==> src/rtl/mem_arbiter_if.sv <==
// Requester-side bus of the two-port memory arbiter: request handshake, read response and error strobes.
// Index i of every two-entry field belongs to requester i.
interface mem_arbiter_if #(
    parameter int MEM_DEPTH  = 8,
    parameter int DATA_WIDTH = 32
);
    localparam int AW = $clog2(MEM_DEPTH);

    // A request transfers in any cycle where req_valid[i] & req_ready[i]; requesters raise
    // req_valid without looking at req_ready and hold their fields until the transfer.
    logic [1:0]                 req_valid;
    logic [1:0]                 req_ready;
    logic [1:0]                 req_we;
    logic [1:0][AW-1:0]         req_addr;
    logic [1:0][DATA_WIDTH-1:0] req_wdata;
    logic [1:0]                 resp_valid;
    logic [DATA_WIDTH-1:0]      resp_data;
    logic [1:0]                 req_err;

    modport master (
        output req_valid, req_we, req_addr, req_wdata,
        input  req_ready, resp_valid, resp_data, req_err
    );

    modport slave (
        input  req_valid, req_we, req_addr, req_wdata,
        output req_ready, resp_valid, resp_data, req_err
    );
endinterface

==> src/rtl/mem_arbiter.sv <==
// Round-robin arbiter giving two requesters one shared memory port per cycle, with a
// fixed-latency read tag pipeline that routes each read response back to its requester.
module mem_arbiter #(
    parameter int MEM_DEPTH    = 8,
    parameter int DATA_WIDTH   = 32,
    parameter int DELAY_CYCLES = 3,
    localparam int AW = $clog2(MEM_DEPTH),
    localparam int CW = $clog2(DELAY_CYCLES + 1)
) (
    input  logic                  clk,
    input  logic                  reset_n,
    mem_arbiter_if.slave          bus,
    output logic                  mem_wr_en,
    output logic [AW-1:0]         mem_wr_addr,
    output logic [DATA_WIDTH-1:0] mem_wr_data,
    output logic                  mem_rd_en,
    output logic [AW-1:0]         mem_rd_addr,
    input  logic [DATA_WIDTH-1:0] mem_rd_data,
    output logic [CW-1:0]         inflight
);
    localparam logic [AW:0] DEPTH_W = (AW + 1)'(MEM_DEPTH);

    typedef struct packed {
        logic valid;
        logic id;
    } tag_t;

    tag_t          tag_q [DELAY_CYCLES];
    logic          last_id;
    logic [1:0]    err_q;
    logic [1:0]    grant;
    logic          gnt_id;
    logic          gnt_any;
    logic          sel_we;
    logic [AW-1:0] sel_addr;
    logic          in_range;
    logic          wr_issue;
    logic          rd_issue;
    logic          resp_due;

    // The last winner loses a tie; nothing is granted while reset is held.
    always_comb begin
        grant  = 2'b00;
        gnt_id = 1'b0;
        if (reset_n) begin
            unique case (bus.req_valid)
                2'b01: grant = 2'b01;
                2'b10: begin
                    grant  = 2'b10;
                    gnt_id = 1'b1;
                end
                2'b11: begin
                    if (last_id) begin
                        grant = 2'b01;
                    end else begin
                        grant  = 2'b10;
                        gnt_id = 1'b1;
                    end
                end
                default: grant = 2'b00;
            endcase
        end
    end

    assign gnt_any  = |grant;
    assign sel_we   = bus.req_we[gnt_id];
    assign sel_addr = bus.req_addr[gnt_id];
    assign in_range = {1'b0, sel_addr} < DEPTH_W;
    assign wr_issue = gnt_any & sel_we & in_range;
    assign rd_issue = gnt_any & ~sel_we & in_range;

    assign bus.req_ready = grant;
    assign mem_wr_en     = wr_issue;
    assign mem_wr_addr   = wr_issue ? sel_addr : '0;
    assign mem_wr_data   = wr_issue ? bus.req_wdata[gnt_id] : '0;
    assign mem_rd_en     = rd_issue;
    assign mem_rd_addr   = rd_issue ? sel_addr : '0;

    // The last tag stage lines up with the memory's read data for that read.
    assign resp_due       = tag_q[DELAY_CYCLES-1].valid;
    assign bus.resp_valid = resp_due ? (tag_q[DELAY_CYCLES-1].id ? 2'b10 : 2'b01) : 2'b00;
    assign bus.resp_data  = resp_due ? mem_rd_data : '0;
    assign bus.req_err    = err_q;

    always_ff @(posedge clk or negedge reset_n) begin
        if (!reset_n) begin
            last_id  <= 1'b1;
            err_q    <= 2'b00;
            inflight <= '0;
            for (int k = 0; k < DELAY_CYCLES; k++) begin
                tag_q[k] <= '0;
            end
        end else begin
            if (gnt_any) begin
                last_id <= gnt_id;
            end
            err_q    <= (gnt_any && !in_range) ? grant : 2'b00;
            tag_q[0] <= '{valid: rd_issue, id: gnt_id};
            for (int k = 1; k < DELAY_CYCLES; k++) begin
                tag_q[k] <= tag_q[k-1];
            end
            unique case ({rd_issue, resp_due})
                2'b10:   inflight <= inflight + CW'(1);
                2'b01:   inflight <= inflight - CW'(1);
                default: inflight <= inflight;
            endcase
        end
    end
endmodule

==> src/flat_wrapper.sv <==
// flat-port wrapper written by rule: the top's interface ports become plain ports
module mem_arbiter_flat 
#(
    parameter int MEM_DEPTH    = 8,
    parameter int DATA_WIDTH   = 32,
    parameter int DELAY_CYCLES = 3,
    localparam int AW = $clog2(MEM_DEPTH),
    localparam int CW = $clog2(DELAY_CYCLES + 1)
)
  (clk, reset_n, mem_wr_en, mem_wr_addr, mem_wr_data, mem_rd_en, mem_rd_addr, mem_rd_data, inflight, bus_req_valid, bus_req_we, bus_req_addr, bus_req_wdata, bus_req_ready, bus_resp_valid, bus_resp_data, bus_req_err);
  mem_arbiter_if #(.MEM_DEPTH(MEM_DEPTH), .DATA_WIDTH(DATA_WIDTH)) bus_i ();
  input  logic clk;
  input  logic reset_n;
  output logic mem_wr_en;
  output logic [AW-1:0] mem_wr_addr;
  output logic [DATA_WIDTH-1:0] mem_wr_data;
  output logic mem_rd_en;
  output logic [AW-1:0] mem_rd_addr;
  input  logic [DATA_WIDTH-1:0] mem_rd_data;
  output logic [CW-1:0] inflight;
  input wire logic [$bits(bus_i.req_valid)-1:0] bus_req_valid;
  input wire logic [$bits(bus_i.req_we)-1:0] bus_req_we;
  input wire logic [$bits(bus_i.req_addr)-1:0] bus_req_addr;
  input wire logic [$bits(bus_i.req_wdata)-1:0] bus_req_wdata;
  output wire logic [$bits(bus_i.req_ready)-1:0] bus_req_ready;
  output wire logic [$bits(bus_i.resp_valid)-1:0] bus_resp_valid;
  output wire logic [$bits(bus_i.resp_data)-1:0] bus_resp_data;
  output wire logic [$bits(bus_i.req_err)-1:0] bus_req_err;
  assign bus_i.req_valid = bus_req_valid;
  assign bus_i.req_we = bus_req_we;
  assign bus_i.req_addr = bus_req_addr;
  assign bus_i.req_wdata = bus_req_wdata;
  assign bus_req_ready = bus_i.req_ready;
  assign bus_resp_valid = bus_i.resp_valid;
  assign bus_resp_data = bus_i.resp_data;
  assign bus_req_err = bus_i.req_err;
  mem_arbiter #(.MEM_DEPTH(MEM_DEPTH), .DATA_WIDTH(DATA_WIDTH), .DELAY_CYCLES(DELAY_CYCLES)) u_core (.clk(clk), .reset_n(reset_n), .bus(bus_i), .mem_wr_en(mem_wr_en), .mem_wr_addr(mem_wr_addr), .mem_wr_data(mem_wr_data), .mem_rd_en(mem_rd_en), .mem_rd_addr(mem_rd_addr), .mem_rd_data(mem_rd_data), .inflight(inflight));
endmodule
==> config.mk <==
export PLATFORM = sky130hd
export DESIGN_NAME = mem_arbiter_flat
export DESIGN_NICKNAME = d
export VERILOG_FILES = /design/src/rtl/mem_arbiter_if.sv /design/src/rtl/mem_arbiter.sv /design/src/flat_wrapper.sv
export SDC_FILE = /design/constraint.sdc
export NUM_CORES = 1
export LEC_CHECK = 0
export CORE_ASPECT_RATIO = 1.1
export CORE_MARGIN = 5
export CORE_UTILIZATION = 30
export CTS_CLUSTER_DIAMETER = 150
export CTS_CLUSTER_SIZE = 12
export DETAILED_ROUTE_END_ITERATION = 8
export DONT_BUFFER_PORTS = 1
export PLACE_DENSITY_LB_ADDON = 0.3
export SLEW_MARGIN = 40
export SYNTH_ARGS = -nofsm -noshare
export SYNTH_HDL_FRONTEND = slang
export SYNTH_SLANG_ARGS = --single-unit
export TNS_END_PERCENT = 1
==> constraint.sdc <==
create_clock -name clk -period 2 [get_ports clk]
set_input_delay 0.4 -clock clk [delete_from_list [all_inputs] [get_ports clk]]
set_output_delay 0.4 -clock clk [all_outputs]
set_load 0.02 [all_outputs]
==> qor.yml, run 1 <==
hold_class: "in -> async"
start_util: 0.3087
place_area_um2: 1907
ys_ff_latch: 9
clk_latency_ns: 0.23
hold_slack_ns: 0.03202
vdd_drop_max_uv: 216.1
finalInstanceArea_um2: 2121
wl_met3_um: 790
ys_top_cells_by_area: "a211oi_2 (23%), and2_1 (13%), dfrtp_1 (13%), nand3_1 (11%), o21ai_0 (9.7%)"
routed_wl_mm: 6.257
clock_skew_ns: 0.003797
dp_cells: 281
start_kind: "register"
nets: 342
path_clk_slew_ns: 0.05
finalSetupViolCount: 39
crit_required_ns: 1.60
cellPowerDensity_nw_per_um2: 509.5
vias_per_cell: 6.000
avgSynthCellArea_um2: 7.809
seq_area_frac_synth: 0.1457
clk_path_buf_depth: 2
globalplace.congestion: 0.7210
die_h_um: 85.49
synth_top_area_frac: 0.2335
fmax_mhz: 477.1
fp.coreArea_um2: 5034
cp-startpoint: "u_core.last_id"
track_usage: 0.1697
synth_top_area_cell: "a211oi_2"
drt-pass1-iter-count: 4
grt_overflow: 0
m1WireLength_mm: 2.177
cts_tree: "built"
fin_ws_ns: -0.09603
io_pins: 188
crit_chain: "nand2b_4, a32oi_4, clkbuf_16, a211oi_2, buf_4"
ys_types: 28
final-hold-violation-count: 0
drv_cap: 0
ant_nets: 0
cts-root-buf: "clkbuf_8"
cp_slowest_stage_delay_ns: 0.58
grt_pass1_wl_mm: 9.225
antenna_found_initial: 0
grt_max_degree: 43
antenna_cells: 0
die_w_um: 78.62
fin_crit_sh: 1.048
crit_fanout: 18
fin_cells: 290
met2_wirelength_mm: 3.241
worst-path-stages: 5
yosys_most_used_dff: "dfrtp_1"
route.detailed.drc: 0
die_area_um2: 6721
io_buffers: 0
synthTopCellsByCount: "nand3_1 (35), and2_1 (33), o21ai_0 (30)"
critPathBufInv: 2
vias: 1740
r2r_slack_ns: 0.12
timing.rr.end: "u_core.inflight[1]"
syn2layout_area_growth_pct: 36.47
cts_buffers: 3
cp-end-kind: "primary output"
criticalPathCategory: "reg -> out"
critical-path-slowest-cell: "dfstp_2"
cp_top_family: "flip-flops"
violations: "setup timing"
ys_warn_count: 0
synthArstFlopShare: 1.000
crit_path_end: "mem_wr_data[6]"
period_needed_ns: 2.096
synthMostInstantiatedCell: "nand3_1"
reg2reg_depth: 7
top_layer: "met4"
fillerInstances: 510
final_max_slew_viol_count: 0
synth_edf_count: 0
rows: 27
synth_cells: 199
htreeDepth: 1
power_leakage_nw: 0.7677
drive_gt1_frac: 0.4483
grt_pass1_vias: 1804
cp_data_arrival_time_ns: 1.70
dpl.hpwl_mm: 4.627
r2r-start: "u_core.last_id"
netlist_area_um2: 1554
status: "finished with violations"
wl_per_cell_um: 21.58
drt_iter0_drc: 33
cts.sinks: 9
rsz0062_at_grt: "yes"
==> stage by stage <==
stage          TNS (ns)  utilization  power [W]  setup slack (ns)
6_report         -2.258       0.4213   0.001080          -0.09603
5_1_grt          -5.496       0.4213   0.001161           -0.1642
4_1_cts          -2.637       0.4089   0.001071          -0.09032
3_5_place_dp          0       0.3788  0.0007994           0.06081
3_3_place_gp          0       0.3788  0.0007893            0.1148
2_1_floorplan         0            -  0.0006782           0.08511
==> where the power goes <==
group	leakage, nW	internal [W]	switching, W
Sequential	0.113	0.000219	0.0000607
Clock	0.0228	0.000139	0.0000695
Combinational	0.632	0.000242	0.000351
Total	0.768	0.000600	0.000481
==> final cells by class <==
cell class | instances | area (um2) | area share
Clock buffer | 4 | 45.04 | 0.02124
Inverter | 1 | 3.754 | 0.001770
Multi-Input combinational cell | 163 | 1250 | 0.5894
Sequential cell | 9 | 226.5 | 0.1068
Tap cell | 58 | 72.57 | 0.03422
Timing Repair Buffer | 55 | 523.0 | 0.2466
==> cell usage in the layout, fill, tap and decap left out, types with 2 or more instances in the layout <==
master,Yosys,layout
dfrtp_1,8,8
nor2b_1,2,2
buf_4,2,45
o21ai_1,5,15
a211oi_2,29,37
and2_1,33,33
nor2_1,5,4
nand3_1,35,35
buf_12,0,5
buf_6,6,2
xnor2_1,2,2
conb_1,1,2
o21ai_0,30,19
clkbuf_8,0,3
==> how the worst min path moves through the flow <==
stage	endpoint	slack [ns]	cells after the start
final	u_core.last_id	0.03	0
after global routing	u_core.last_id	0.008	0
after CTS	u_core.last_id	0.005	0
after detailed placement	u_core.inflight[1]	0.11	0
after global placement	u_core.inflight[1]	0.11	0
after floorplan	u_core.inflight[0]	0.10	0
==> state kept, by name (all words and copies together) (netlist names) <==
| name | flops |
|---|---|
| u_core.tag_q | 5 |
| u_core.inflight | 2 |
| u_core.last_id | 1 |
| u_core.resp_due | 1 |
==> cells by family (layout without fill, tap and decap cells) <==
logic type / count (synthesis) / after routing / synth area share
and+or+nand+nor: 78 / 78 / 0.2778
other: 1 / 2 / 0.002413
buffers and inverters: 28 / 60 / 0.1063
AOI/OAI and AO/OA: 79 / 79 / 0.4428
adders and majority gates: 1 / 1 / 0.008050
xor gates and xnor gates: 3 / 3 / 0.01691
DFF: 9 / 9 / 0.1457
==> what timing repair did <==
item	CTS	global route
gates resized for setup	20	10
pin swaps	14	7
setup endpoints to repair	39	41
setup buffers	2	0
endpoints found under the hold margin	8	0
gates cloned	1	1
hold buffers	1	0
==> routing by layer <==
metal | global-route usage | up-vias
li1 | - | 792
met1 | 0.1768 | 813
met2 | 0.3243 | 133
met3 | 0.06369 | 2
met4 | 0.02703 | 0
met5 | 0 | -
No activity file was read; power rests on OpenSTA's default activity.
==> run 2: changes to the inputs <==
--- a/config.mk
+++ b/config.mk
@@ -5,12 +5,11 @@
 export SDC_FILE = /design/constraint.sdc
 export NUM_CORES = 1
 export LEC_CHECK = 0
-export CORE_ASPECT_RATIO = 1.1
-export CORE_MARGIN = 5
-export CORE_UTILIZATION = 30
+export CORE_AREA = 5 5 69 71
 export CTS_CLUSTER_DIAMETER = 150
 export CTS_CLUSTER_SIZE = 12
 export DETAILED_ROUTE_END_ITERATION = 8
+export DIE_AREA = 0 0 74 76
 export DONT_BUFFER_PORTS = 1
 export PLACE_DENSITY_LB_ADDON = 0.3
 export SLEW_MARGIN = 40
==> constraint.sdc (replaced) <==
create_clock -name clk -period 2 [get_ports clk]
set_input_delay 0.4 -clock clk [delete_from_list [all_inputs] [get_ports clk]]
set_output_delay 0.4 -clock clk [all_outputs]
set_load 0.01 [all_outputs]
==> qor.yml, run 2 (synthesized netlist as in run 1, its figures left out) <==
die_area_um2: 5624  # -16%
drv_cap: 0  # unchanged
track_usage: 0.1614  # -0.008271
vias_per_cell: 6.308  # +5.1%
hold_slack_ns: 0.02659  # -0.005429 ns
io_buffers: 0  # unchanged
cts_buffers: 3  # unchanged
htreeDepth: 1  # unchanged
cp-end-kind: "primary output"
syn2layout_area_growth_pct: 17.47
routed_wl_mm: 5.132  # -18%
die_w_um: 74  # -5.9%
dpl.hpwl_mm: 3.996  # -14%
fin_util: 0.4374  # +0.01602
fin_crit_sh: 1.033  # -0.01460
finalSetupTns_ns: -0.2449  # +2.013 ns
vias: 1577  # -9.4%
period_needed_ns: 2.067  # -0.02920 ns
nets: 308  # -9.9%
grt_max_degree: 46  # +7.0%
cts.sinks: 9  # unchanged
drt-pass1-iter-count: 4  # unchanged
fin_ws_ns: -0.06683  # +0.02920 ns
largest_reg_flops: 5  # unchanged
rsz0062_at_grt: "yes"
clk_path_buf_depth: 2  # unchanged
critPathBufInv: 2  # unchanged
grt_pass1_wl_mm: 7.431  # -19%
cts_tree: "built"
cp_top_family: "flip-flops"
status: "finished with violations"
p_total_w: 0.0009217  # -15%
cp_slowest_stage_delay_ns: 0.59  # about the same
path_clk_slew_ns: 0.05  # about the same
drt_iter0_drc: 35  # +6.1%
cp_data_arrival_time_ns: 1.67  # -0.03 ns
final-hold-violation-count: 0  # unchanged
clk_latency_ns: 0.23  # about the same
grt_overflow: 0  # unchanged
start_util: 0.3723  # +0.06358
ant_nets: 0  # unchanged
crit_fanout: 23  # +5
start_kind: "register"
critical-path-slowest-cell: "dfstp_2"
fp.coreArea_um2: 4174  # -17%
criticalPathCategory: "reg -> out"
finalSetupViolCount: 7  # -82%
final_max_slew_viol_count: 0  # unchanged
power_leakage_nw: 0.5781  # -25%
crit_chain: "nand2b_4, a32oi_4, buf_12, a211oi_1, buf_4"
vdd_drop_max_uv: 183.1  # -15%
route.detailed.drc: 0  # unchanged
grt_pass1_vias: 1579  # -12%
r2r_slack_ns: 0.13  # about the same
violations: "setup timing"
mostFrequentLayoutCells: "nand3_1 (33), a211oi_2 (33), and2_1 (33)"
crit_required_ns: 1.60  # about the same
fmax_mhz: 483.8  # +1.4%
io_pins: 188  # unchanged
rows: 24  # -11%
top_register: "u_core.tag_q"
hold_class: "in -> async"
clock_skew_ns: 0.005297  # +0.001500 ns
antenna_found_initial: 0  # unchanged
reg_top3: "u_core.tag_q: 5 flops, u_core.inflight: 2 flops"
die_h_um: 76  # -11%
globalplace.congestion: 0.7103  # -1.5%
cellPowerDensity_nw_per_um2: 504.9  # -0.90%
antenna_cells: 0  # unchanged
wl_per_cell_um: 20.53  # -4.9%
drive_gt1_frac: 0.3434  # -0.1048
cts-root-buf: "clkbuf_8"
[run 2: cell count changes in the layout (fill, tap and decap cells not counted), moves of 4 or more]
| cell | delta |
|---|---|
| buf_4 | -33 |
| o21ai_1 | -7 |
| o21ai_0 | +6 |
| a211oi_1 | +4 |
| a211oi_2 | -4 |
[run 2: per-layer routing]
| layer | global-route usage | part of all wire |
|---|---|---|
| met2 | 0.3014 | 0.53 |
| met3 | 0.04354 | 0.13 |
| met5 | 0 | 0 |
| met4 | 0.03623 | 0.0016 |
| met1 | 0.1745 | 0.34 |
[run 2: final timing paths]
kind,start,end,cells after the start
setup / recovery,u_core.last_id,mem_wr_addr[1],5
hold / removal,reset_n,u_core.last_id,0
setup reg to reg,u_core.last_id,u_core.inflight[1],6
hold reg to reg,u_core.tag_q[4],u_core.tag_q[2],0
max in group asynchronous,reset_n,u_core.inflight[0],1
min in group clk,bus_req_valid[0],u_core.last_id,1
[run 2: power breakdown]
| part | leakage [nW] | switching [W] | internal, W |
|---|---|---|---|
| combinational | 0.442 | 0.000260 | 0.000187 |
| clock | 0.0228 | 0.0000687 | 0.000139 |
| sequential | 0.113 | 0.0000481 | 0.000220 |
| total | 0.578 | 0.000376 | 0.000545 |
[run 2: what timing repair did]
item	CTS	global route
setup endpoints to repair	38	38
endpoints found under the hold margin	8	0
gates resized for setup	13	13
hold buffers	1	0
setup buffers	0	0
pin swaps	1	31
[run 2: stage by stage]
step                      cell area [um2]  std cells  worst slack [ns]
final                                1826        250          -0.06683
after global routing                 1826        250           -0.1264
after CTS                            1784        250          -0.06327
after detailed placement             1674        245            0.1422
after global placement               1674        245            0.1723
after floorplan                      1558        200            0.2678
[run 2: cell type report]
type / count / area [um2]
clock buffer: 4 / 45.04
fill: 436 / 2349
inverter: 1 / 3.754
multi-input combinational: 163 / 1230
sequential: 9 / 226.5
tap: 52 / 65.06
timing repair buffer: 21 / 255.2
